--- src/rtl/uart_pkg.sv ---
// uart_pkg: frame-format constants and receiver state
// encoding shared by the UART transmit and receive sides.
package uart_pkg;

  localparam int   DATA_BITS = 8;
  localparam logic START_BIT = 1'b0;
  localparam logic STOP_BIT  = 1'b1;

  typedef enum logic [2:0] {
    IDLE,
    START,
    DATA,
    PARITY,
    STOP,
    WAIT_HIGH
  } rx_state_t;

endpackage

--- src/rtl/rx_sipo.sv ---
// rx_sipo: serial-in parallel-out register for the receiver.
// Bits enter at the MSB so an LSB-first frame lands in order.
module rx_sipo
  import uart_pkg::*;
(
  input  logic                 clk,
  input  logic                 rst_n,
  input  logic                 shift_i,
  input  logic                 clr_i,
  input  logic                 bit_i,
  output logic [DATA_BITS-1:0] data_o
);

  logic [DATA_BITS-1:0] data_q;

  always_ff @(posedge clk or negedge rst_n) begin
    if (!rst_n) begin
      data_q <= '0;
    end else if (clr_i) begin
      data_q <= '0;
    end else if (shift_i) begin
      data_q <= {bit_i, data_q[DATA_BITS-1:1]};
    end
  end

  assign data_o = data_q;

endmodule

--- src/rtl/uart_rx.sv ---
// uart_rx: mid-bit sampling UART receiver, 8 data bits,
// optional even parity, one stop bit, one-cycle valid pulse.
module uart_rx
  import uart_pkg::*;
#(
  parameter int CLKS_PER_BIT = 868,
  parameter bit PARITY_EN    = 1'b0
) (
  input  logic                 clk,
  input  logic                 rst_n,
  input  logic                 rx,
  output logic [DATA_BITS-1:0] rx_data,
  output logic                 rx_valid,
  output logic                 frame_err,
  output logic                 parity_err,
  output logic                 busy
);

  localparam int CW  = $clog2(CLKS_PER_BIT);
  localparam int NBW = $clog2(DATA_BITS);
  localparam logic [CW-1:0] HALF_M1 =
    CW'(CLKS_PER_BIT / 2 - 1);
  localparam logic [CW-1:0] FULL_M1 =
    CW'(CLKS_PER_BIT - 1);

  logic s1_q, rxs_q, prev_q;
  logic [1:0] arm_q;
  logic fall;

  rx_state_t state_q, state_d;
  logic [CW-1:0] cnt_q, cnt_d;
  logic [NBW-1:0] nbit_q;
  logic par_q, perr_q, done_q, stop_q;
  logic shift, clr;
  logic tick_half, tick_full, last_bit;
  logic [DATA_BITS-1:0] sipo_data;

  logic [DATA_BITS-1:0] data_q;
  logic valid_q, ferr_q, perr_o_q;

  // arm_q keeps the reset value of the synchroniser from
  // looking like a real 1->0 edge when rx is low at release
  always_ff @(posedge clk or negedge rst_n) begin
    if (!rst_n) begin
      s1_q   <= 1'b1;
      rxs_q  <= 1'b1;
      prev_q <= 1'b0;
      arm_q  <= 2'b00;
    end else begin
      s1_q   <= rx;
      rxs_q  <= s1_q;
      arm_q  <= {arm_q[0], 1'b1};
      prev_q <= rxs_q & arm_q[1];
    end
  end

  assign fall      = prev_q & ~rxs_q;
  assign tick_half = (cnt_q == HALF_M1);
  assign tick_full = (cnt_q == FULL_M1);
  assign last_bit  = (nbit_q == NBW'(DATA_BITS - 1));

  always_ff @(posedge clk or negedge rst_n) begin
    if (!rst_n) begin
      state_q <= IDLE;
    end else begin
      state_q <= state_d;
    end
  end

  always_comb begin
    state_d = state_q;
    unique case (state_q)
      IDLE:
        if (fall) state_d = START;
      START:
        if (tick_half)
          state_d = (rxs_q == START_BIT) ? DATA : IDLE;
      DATA:
        if (tick_full && last_bit)
          state_d = PARITY_EN ? PARITY : STOP;
      PARITY:
        if (tick_full) state_d = STOP;
      STOP:
        if (tick_full)
          state_d = (rxs_q == STOP_BIT) ? IDLE : WAIT_HIGH;
      WAIT_HIGH:
        if (rxs_q) state_d = IDLE;
      default:
        state_d = IDLE;
    endcase
  end

  always_comb begin
    shift = 1'b0;
    clr   = 1'b0;
    cnt_d = cnt_q + 1'b1;
    busy  = (state_q != IDLE);
    unique case (state_q)
      IDLE: begin
        cnt_d = '0;
        clr   = fall;
      end
      START:
        if (tick_half) cnt_d = '0;
      DATA: begin
        shift = tick_full;
        if (tick_full) cnt_d = '0;
      end
      PARITY, STOP:
        if (tick_full) cnt_d = '0;
      default:
        cnt_d = '0;
    endcase
  end

  always_ff @(posedge clk or negedge rst_n) begin
    if (!rst_n) begin
      cnt_q    <= '0;
      nbit_q   <= '0;
      par_q    <= 1'b0;
      perr_q   <= 1'b0;
      done_q   <= 1'b0;
      stop_q   <= 1'b1;
      data_q   <= '0;
      valid_q  <= 1'b0;
      ferr_q   <= 1'b0;
      perr_o_q <= 1'b0;
    end else begin
      cnt_q   <= cnt_d;
      done_q  <= (state_q == STOP) && tick_full;
      valid_q <= done_q;
      if (clr) begin
        nbit_q <= '0;
        par_q  <= 1'b0;
        perr_q <= 1'b0;
      end else if (shift) begin
        nbit_q <= nbit_q + 1'b1;
        par_q  <= par_q ^ rxs_q;
      end else if (state_q == PARITY && tick_full) begin
        perr_q <= par_q ^ rxs_q;
      end
      if (state_q == STOP && tick_full)
        stop_q <= rxs_q;
      if (done_q) begin
        data_q   <= sipo_data;
        ferr_q   <= (stop_q != STOP_BIT);
        perr_o_q <= PARITY_EN & perr_q;
      end
    end
  end

  rx_sipo u_sipo (
    .clk     (clk),
    .rst_n   (rst_n),
    .shift_i (shift),
    .clr_i   (clr),
    .bit_i   (rxs_q),
    .data_o  (sipo_data)
  );

  assign rx_data    = data_q;
  assign rx_valid   = valid_q;
  assign frame_err  = ferr_q;
  assign parity_err = perr_o_q;

endmodule

--- config.mk ---
export PLATFORM = sky130hd
export DESIGN_NAME = uart_rx
export DESIGN_NICKNAME = d
export VERILOG_FILES = /design/src/rtl/uart_pkg.sv /design/src/rtl/rx_sipo.sv /design/src/rtl/uart_rx.sv
export SDC_FILE = /design/constraint.sdc
export NUM_CORES = 1
export LEC_CHECK = 0
export CORE_MARGIN = 2
export CORE_UTILIZATION = 55
export DETAILED_ROUTE_END_ITERATION = 7
export PLACE_DENSITY = 0.76
export SYNTH_ARGS = -nofsm -noshare
export SYNTH_HDL_FRONTEND = slang
export SYNTH_HIERARCHICAL = 1
export SYNTH_SLANG_ARGS = --single-unit
--- constraint.sdc ---
create_clock -name clk -period 4.9 [get_ports clk]
set_clock_uncertainty 0.1 [all_clocks]
set_input_delay 0.735 -clock clk [delete_from_list [all_inputs] [get_ports clk]]
set_output_delay 0.735 -clock clk [all_outputs]
set_load 0.01 [all_outputs]
==> qor.txt, run 1 <==
CTS resizes - 0
Area Overhead vs Synth - 12.0%
CTS max path bufs - 2
setup ws final - 2.40 ns
Max Slew Vio Count - 0
Final setup viols - 0
Crit Reg-Reg Startpoint - cnt_q[0]
PortBufs - 13
Syn. warnings - 6
syn_nets - 165
CP required - 4.07 ns
Die Width - 62.9 um
Die Ht - 62.9 um
Syn Inst Count - 158
CTS buffer count - 5
Hold WC Path Type - flop to flop
Fmax - 400 MHz
LEAKAGE - 0.960 nW
critical path startpoint - state_q[2]
DRC - 0
DR pass1 iterations - 4
total global routing overflow - 0
hold_ws - 0.262 ns
I/O Pins - 15
fin area - 2130 um^2
gpl congestion - 0.822
initial core utilization - 0.571
Synth cell types - 41
status - completed
total core area - 3340 um^2
max-cap violations - 0
Syn Area/Cell - 12.1 um^2
setup bufs post-CTS - 0
n_diodes - 0
initial antenna violation count - 0
first-pass GRT wire length - 5.55 mm
RSZ-0062 raised after global routing - no
GR Util All Layers - 0.184
Critical Path Sink - busy
Antenna Violating Nets Remaining - 0
clock root buffer - clkbuf_4
hold depth - 0
post-route minimum period - 2.50 ns
total negative slack - 0 ns
endpoint class of the critical path - primary output
worst rel slew slack - 0.420
CTS tree - built
placed cell area - 2050 um^2
vias in the first global route - 1203
CP arrival - 1.67 ns
final hold vios - 0
kind of start point of the critical path - flop
layout net count - 179
Place WS - 2.73 ns
Mapped Area - 1910 um^2
crit share post-route - 0.510
clock tree sinks - 41
critical path fanouts, max - 7
Vias/cell - 5.50
pin count of the biggest net entering global routing - 42
DRT iter0 DRCs - 52
Setup Crit Path Kind - flop to primary output
FF+latch count, synth - 41
hold_buf cts - 0
worst-case reg-to-reg path depth - 6
layout cells sized above 1 - 0.197
floorplan row count - 21
clk slew on worst S/H paths - 0.10 ns
DRT Wirelength - 3.18 mm
most frequent cells in the layout - dfrtp_1, nor2_1, mux2i_1, clkdlybuf4s50_1
WL per Instance - 14.5 um
sequential share of the synthesized area - 0.540
vias after detailed routing - 1205
R2R setup slack - 2.68 ns
Pwr per Cell Area - 327 nW/um^2
leading cell type in the layout, fill and taps excluded - dfrtp_1
total die area - 3950 um^2
HPWL Detailed - 2.29 mm
Max IR drop VDD - 0.299 mV
Skew-Pair Late Insertion Delay - 0.35 ns
R2R Path End - u_sipo/data_o[0]
htree depth - 2
Slew @ Worst Pin - 0.871 ns
final core occ - 0.640
==> how the worst min path moves through the flow <==
| stage | startpoint | end |
|---|---|---|
| 3_5_place_dp | arm_q[0] | arm_q[1] |
| 2_1_floorplan | arm_q[0] | arm_q[1] |
| 6_report | s1_q | rxs_q |
| 5_1_grt | s1_q | rxs_q |
| 4_1_cts | s1_q | rxs_q |
| 3_3_place_gp | arm_q[0] | arm_q[1] |
==> through the flow <==
stage | instances | power (mW)
floorplan | 158 | 0.455
global placement | 211 | 0.476
detailed placement | 211 | 0.479
CTS | 219 | 0.707
global route | 219 | 0.739
finish | 219 | 0.698
==> area by class of cell <==
type | instances | area (um^2)
clock buffers | 7 | 55.1
clock inverters | 1 | 30.0
fillers | 278 | 1200
inverters | 6 | 22.5
multi-input cells | 105 | 815
flip-flops and latches | 41 | 1030
well taps | 46 | 57.6
repair buffers | 13 | 125
==> flip-flops by register name (all words and copies together), names as in the netlist <==
name / count
done_q: 1
rx_valid: 1
rxs_q: 1
s1_q: 1
arm_q: 2
cnt_q: 10
nbit_q: 3
rx_data: 8
state_q: 3
stop_q: 1
u_sipo/data_o: 8
frame_err: 1
prev_q: 1
==> where the power goes <==
part           total [mW]  internal, mW  leakage, nW  switching (mW)
clock               0.226         0.122       0.0455           0.104
sequential          0.391         0.358        0.548          0.0327
combinational      0.0816        0.0347        0.367          0.0469
total               0.698         0.514        0.960           0.184
==> per-layer routing <==
layer / GRT usage / routed length (um) / vias to the layer above
li1: - / - / 567
met1: 0.230 / 1390 / 612
met2: 0.282 / 1590 / 18
met3: 0.0523 / 102 / 8
met4: 0.111 / 100 / 0
met5: 0 / 0 / -
==> cell families (layout without fill, tap and decap cells) <==
kind of cell             count (synthesis)  in the layout  synth area share
AND/OR/NAND/NOR                         59             59             0.198
flip-flops                              41             41             0.540
multiplexers                            22             22             0.121
buffers and inverters                   12             27            0.0322
AO/OA/AOI/OAI                           10             10            0.0414
XOR/XNOR                                 8              8            0.0368
adder cells (fa/ha/maj)                  4              4            0.0263
other                                    2              2           0.00394
==> critical path, cell delays in order, from the launching register on <==
cell             delay (ns)
dfrtp_1                0.45
nor2_1                 0.27
nand2_1                0.12
clkdlybuf4s50_1        0.49
==> cells in the mapped netlist <==
master	instances	area [um^2]
nor2_1	14	52.6
a21oi_4	1	16.3
nand3_1	5	25.0
buf_6	1	11.3
mux2i_1	13	130
dfrtp_1	38	951
mux2_2	8	90.1
mux2_1	1	11.3
inv_1	6	22.5
nand2b_1	2	12.5
xor2_1	5	43.8
and2b_1	1	7.51
a41oi_1	1	8.76
and3_1	1	6.26
or3b_1	1	8.76
ha_1	4	50.1
nand3_2	2	20.0
nor2b_1	2	12.5
buf_4	2	15.0
and2_1	3	18.8
clkbuf_1	1	3.75
a31oi_1	1	6.26
nor2_4	1	11.3
dfstp_2	3	78.8
o41ai_1	1	8.76
nor3_1	3	15.0
nand3b_1	1	7.51
xnor2_1	3	26.3
a21boi_0	1	7.51
conb_1	2	7.51
nand4_1	4	25.0
a21oi_1	1	5.00
and4bb_2	2	25.0
buf_2	1	5.00
buf_1	1	3.75
nor3_2	8	80.1
nand2_1	8	30.0
o32ai_1	1	8.76
o21a_1	1	7.51
nor3b_4	1	18.8
o21ai_0	2	10.0
(Power assumes the default switching activity.)
==> run 2, diff against run 1 <==
==> constraint.sdc (replaced) <==
create_clock -name clk -period 2.6 [get_ports clk]
set_clock_uncertainty 0.1 [all_clocks]
set_input_delay 0.39 -clock clk [delete_from_list [all_inputs] [get_ports clk]]
set_output_delay 0.39 -clock clk [all_outputs]
set_load 0.01 [all_outputs]
==> qor.txt, run 2 (synthesized netlist as in run 1, its figures left out) <==
setup ws final - 0.399 ns
clk slew on worst S/H paths - 0.12 ns
GR Util All Layers - 0.182
max-cap violations - 0
total global routing overflow - 0
HPWL Detailed - 2.28 mm
WL per Instance - 14.3 um
status - completed
LEAKAGE - 0.939 nW
Slew @ Worst Pin - 0.843 ns
layout net count - 179
DRC - 0
RSZ-0062 raised after global routing - no
worst rel slew slack - 0.438
Critical Path, Cell by Cell - ha_1, and4bb_2, nand4_1, nor2_4, mux2i_1, nor2_1
crit share post-route - 0.846
CTS tree - built
DRT iter0 DRCs - 80
crit path max-delay cell type - dfrtp_1
Buf+Inv Stages, Crit Path - 0
Antenna Violating Nets Remaining - 0
Die Width - 62.9 um
Die Ht - 62.9 um
leading cell type in the layout, fill and taps excluded - dfrtp_1
Max Slew Vio Count - 0
Post-Layout Cell Count - 219
first-pass GRT wire length - 5.61 mm
slowest stage delay, CP - 0.47 ns
setup bufs post-CTS - 0
htree depth - 2
Filler Cell Count - 280
crit-path leading delay family - simple AND/OR/NAND/NOR gates
clock tree sinks - 41
total die area - 3950 um^2
CP arrival - 2.34 ns
total negative slack - 0 ns
DR pass1 iterations - 4
PortBufs - 13
final hold vios - 0
initial core utilization - 0.571
CTS resizes - 0
Area Overhead vs Synth - 10.5%
Most flops, register - cnt_q
gpl congestion - 0.835
Final setup viols - 0
most frequent cells in the layout - dfrtp_1, nor2_1, mux2i_1, clkdlybuf4s50_1
n_diodes - 0
CTS buffer count - 5
post-route minimum period - 2.20 ns
Pwr per Cell Area - 571 nW/um^2
vias after detailed routing - 1189
hold_buf cts - 0
pin count of the biggest net entering global routing - 42
Hold WC Path Type - input pin to asynchronous set/reset pin
kind of start point of the critical path - flop
Place WS - 0.442 ns
Vias/cell - 5.43
total core area - 3340 um^2
Skew-Pair Late Insertion Delay - 0.35 ns
critical path fanouts, max - 11
Setup Crit Path Kind - flop to flop
initial antenna violation count - 0
CP required - 2.74 ns
floorplan row count - 21
CTS max path bufs - 2
endpoint class of the critical path - flop
Cells after DPL - 211
Max IR drop VDD - 0.404 mV
vias in the first global route - 1212
I/O Pins - 15
final core occ - 0.631
layout cells sized above 1 - 0.197
clock root buffer - clkbuf_4
DRT Wirelength - 3.13 mm
Fmax - 454 MHz
max FFs per register - 10
## run 2: area by class of cell
cell class                      instances  area (um^2)  share of cell area
Timing Repair Buffer                   13          125              0.0594
Tap cell                               46         57.6              0.0273
Inverter                                6         22.5              0.0107
Sequential cell                        41         1030               0.489
Multi-Input combinational cell        105          815               0.387
Clock buffer                            6         41.3              0.0196
Clock inverter                          2         15.0             0.00713
## run 2: power by group
part           internal, mW  switching (mW)
registers             0.674          0.0628
logic                0.0676          0.0922
clock network         0.106           0.200
## run 2: worst register-to-register path: stages, from the launching register on
cell	delay, ns
dfrtp_1	0.47
ha_1	0.29
and4bb_2	0.34
nand4_1	0.19
nor2_4	0.38
mux2i_1	0.27
nor2_1	0.06
## run 2: final timing paths
path | start | endpoint | slack (ns) | depth (start not counted)
setup / recovery | cnt_q[0] | u_sipo/data_o[7] | 0.40 | 6
hold / removal | rst_n | rx_data[2] | 0.02 | 1
min in group clk | s1_q | rxs_q | 0.26 | 0
hold reg to reg | s1_q | rxs_q | 0.26 | 0
max in group asynchronous | rst_n | state_q[1] | 1.84 | 1
setup reg to reg | cnt_q[0] | u_sipo/data_o[7] | 0.40 | 6
## run 2: metal layers
layer / wire, um / GRT usage / up-vias
met5: 0 / 0 / -
met4: 49 / 0.0667 / 0
met3: 135 / 0.0486 / 6
met2: 1480 / 0.294 / 30
met1: 1460 / 0.236 / 588
li1: - / - / 565
## run 2: metrics by stage
step	area, um^2	total power, mW	hold WS [ns]
2_1_floorplan	1910	0.857	-0.00559
3_3_place_gp	2050	0.898	0.243
3_5_place_dp	2050	0.910	0.237
4_1_cts	2110	1.21	0.0482
5_1_grt	2110	1.28	0.0885
6_report	2110	1.20	0.0247
==> run 3, diff against run 2 <==
==> constraint.sdc (replaced) <==
create_clock -name clk -period 2.3 [get_ports clk]
set_clock_uncertainty 0.1 [all_clocks]
set_input_delay 0.345 -clock clk [delete_from_list [all_inputs] [get_ports clk]]
set_output_delay 0.345 -clock clk [all_outputs]
set_load 0.01 [all_outputs]
==> qor.txt, run 3 (synthesized netlist as in run 1, its figures left out) <==
status - complete, but fails checks
failing checks - hold timing
LEAKAGE - 0.958 nW
final core occ - 0.642
RSZ-0062 raised after global routing - no
Vias/cell - 5.44
P_sw - 402 uW
CTS max path bufs - 2
Combinational Power Share - 0.134
total core area - 3340 um^2
post-route minimum period - 2.12 ns
Sw Ratio - 0.295
first-pass GRT wire length - 5.69 mm
Final setup viols - 0
Setup Crit Path Kind - flop to primary output
pin count of the biggest net entering global routing - 42
Buf+Inv Stages, Crit Path - 1
endpoint class of the critical path - primary output
crit-path leading delay family - buffers and inverters
crit share post-route - 0.920
initial core utilization - 0.571
Slew @ Worst Pin - 0.858 ns
max FFs per register - 10
vias in the first global route - 1244
most frequent cells in the layout - dfrtp_1, nor2_1, mux2i_1, clkdlybuf4s50_1
total global routing overflow - 0
GR Util All Layers - 0.182
CTS buffer count - 5
layout cells sized above 1 - 0.210
clk slew on worst S/H paths - 0.12 ns
gpl congestion - 0.835
total negative slack - 0 ns
critical path fanouts, max - 7
Max Slew Vio Count - 0
crit path max-delay cell type - clkdlybuf4s50_1
Filler Cell Count - 268
Critical Path, Cell by Cell - nor2_1, nand2_1, clkdlybuf4s50_1
vias after detailed routing - 1208
Fmax - 473 MHz
slowest stage delay, CP - 0.49 ns
Max IR drop VDD - 0.403 mV
Clk network pwr share - 0.253
kind of start point of the critical path - flop
clock root buffer - clkbuf_4
Pwr per Cell Area - 635 nW/um^2
DR pass1 iterations - 4
floorplan row count - 21
initial antenna violation count - 0
final hold vios - 6
DRT iter0 DRCs - 30
layout net count - 182
register share of total power - 0.613
Most flops, register - cnt_q
PortBufs - 13
DRT Wirelength - 3.22 mm
HPWL Detailed - 2.28 mm
hold_ws - -0.00962 ns
clock tree sinks - 41
Antenna Violating Nets Remaining - 0
Skew-Pair Late Insertion Delay - 0.34 ns
htree depth - 2
CP required - 1.86 ns
I/O Pins - 15
Die Ht - 62.9 um
CP arrival - 1.67 ns
worst rel slew slack - 0.428
Pint - 958 uW
total die area - 3950 um^2
DRC - 0
max-cap violations - 0
leading cell type in the layout, fill and taps excluded - dfrtp_1
Area Overhead vs Synth - 12.3%
Pwr Total - 1.36 mW
Die Width - 62.9 um
Hold WC Path Type - input pin to asynchronous set/reset pin
CTS tree - built
WL per Instance - 14.5 um
n_diodes - 0
## run 3: cell type report
type / instances / area [um^2] / share of cell area
flip-flops and latches: 41 / 1030 / 0.481
multi-input cells: 105 / 815 / 0.380
repair buffers: 16 / 160 / 0.0748
well taps: 46 / 57.6 / 0.0269
clock buffers: 6 / 41.3 / 0.0193
inverters: 6 / 22.5 / 0.0105
clock inverters: 2 / 15.0 / 0.00701
## run 3: final timing paths
path	from	endpoint	slack [ns]	cells past startpoint
max reg2reg	cnt_q[0]	nbit_q[2]	0.21	7
min in group clk	s1_q	rxs_q	0.26	0
min reg2reg	s1_q	rxs_q	0.26	0
min	rst_n	rx_data[3]	-0.01	1
max in group asynchronous	rst_n	state_q[1]	1.56	1
max	state_q[2]	busy	0.18	3
## run 3: power groups by stage
| stage | clock network [mW] | registers, mW | logic, mW |
|---|---|---|---|
| after floorplan | 0 | 0.818 | 0.150 |
| after global placement | 0 | 0.841 | 0.174 |
| after detailed placement | 0 | 0.846 | 0.183 |
| after CTS | 0.357 | 0.832 | 0.184 |
| after global routing | 0.398 | 0.839 | 0.206 |
| final | 0.344 | 0.834 | 0.183 |
## run 3: metal layers
metal,up-vias,wire [um],global-route usage
met1,598,1520,0.246
li1,580,-,-
met4,0,53,0.0750
met2,23,1530,0.291
met5,-,0,0
met3,7,111,0.0324
## run 3: through the flow
step	area (um^2)	hold slack (ns)	std cells	worst slack, ns
4_1_cts	2110	0.0248	219	0.135
6_report	2140	-0.00962	222	0.185
3_5_place_dp	2050	0.248	211	0.151
5_1_grt	2140	0.0546	222	0.0690
3_3_place_gp	2050	0.243	211	0.260
2_1_floorplan	1910	-0.0506	158	0.410
## run 3: timing repair
action | CTS | global route
endpoints found under the setup margin | 0 | 1
buffers inserted | 0 | 3
resized for setup | 0 | 0
hold buffers | 0 | 0
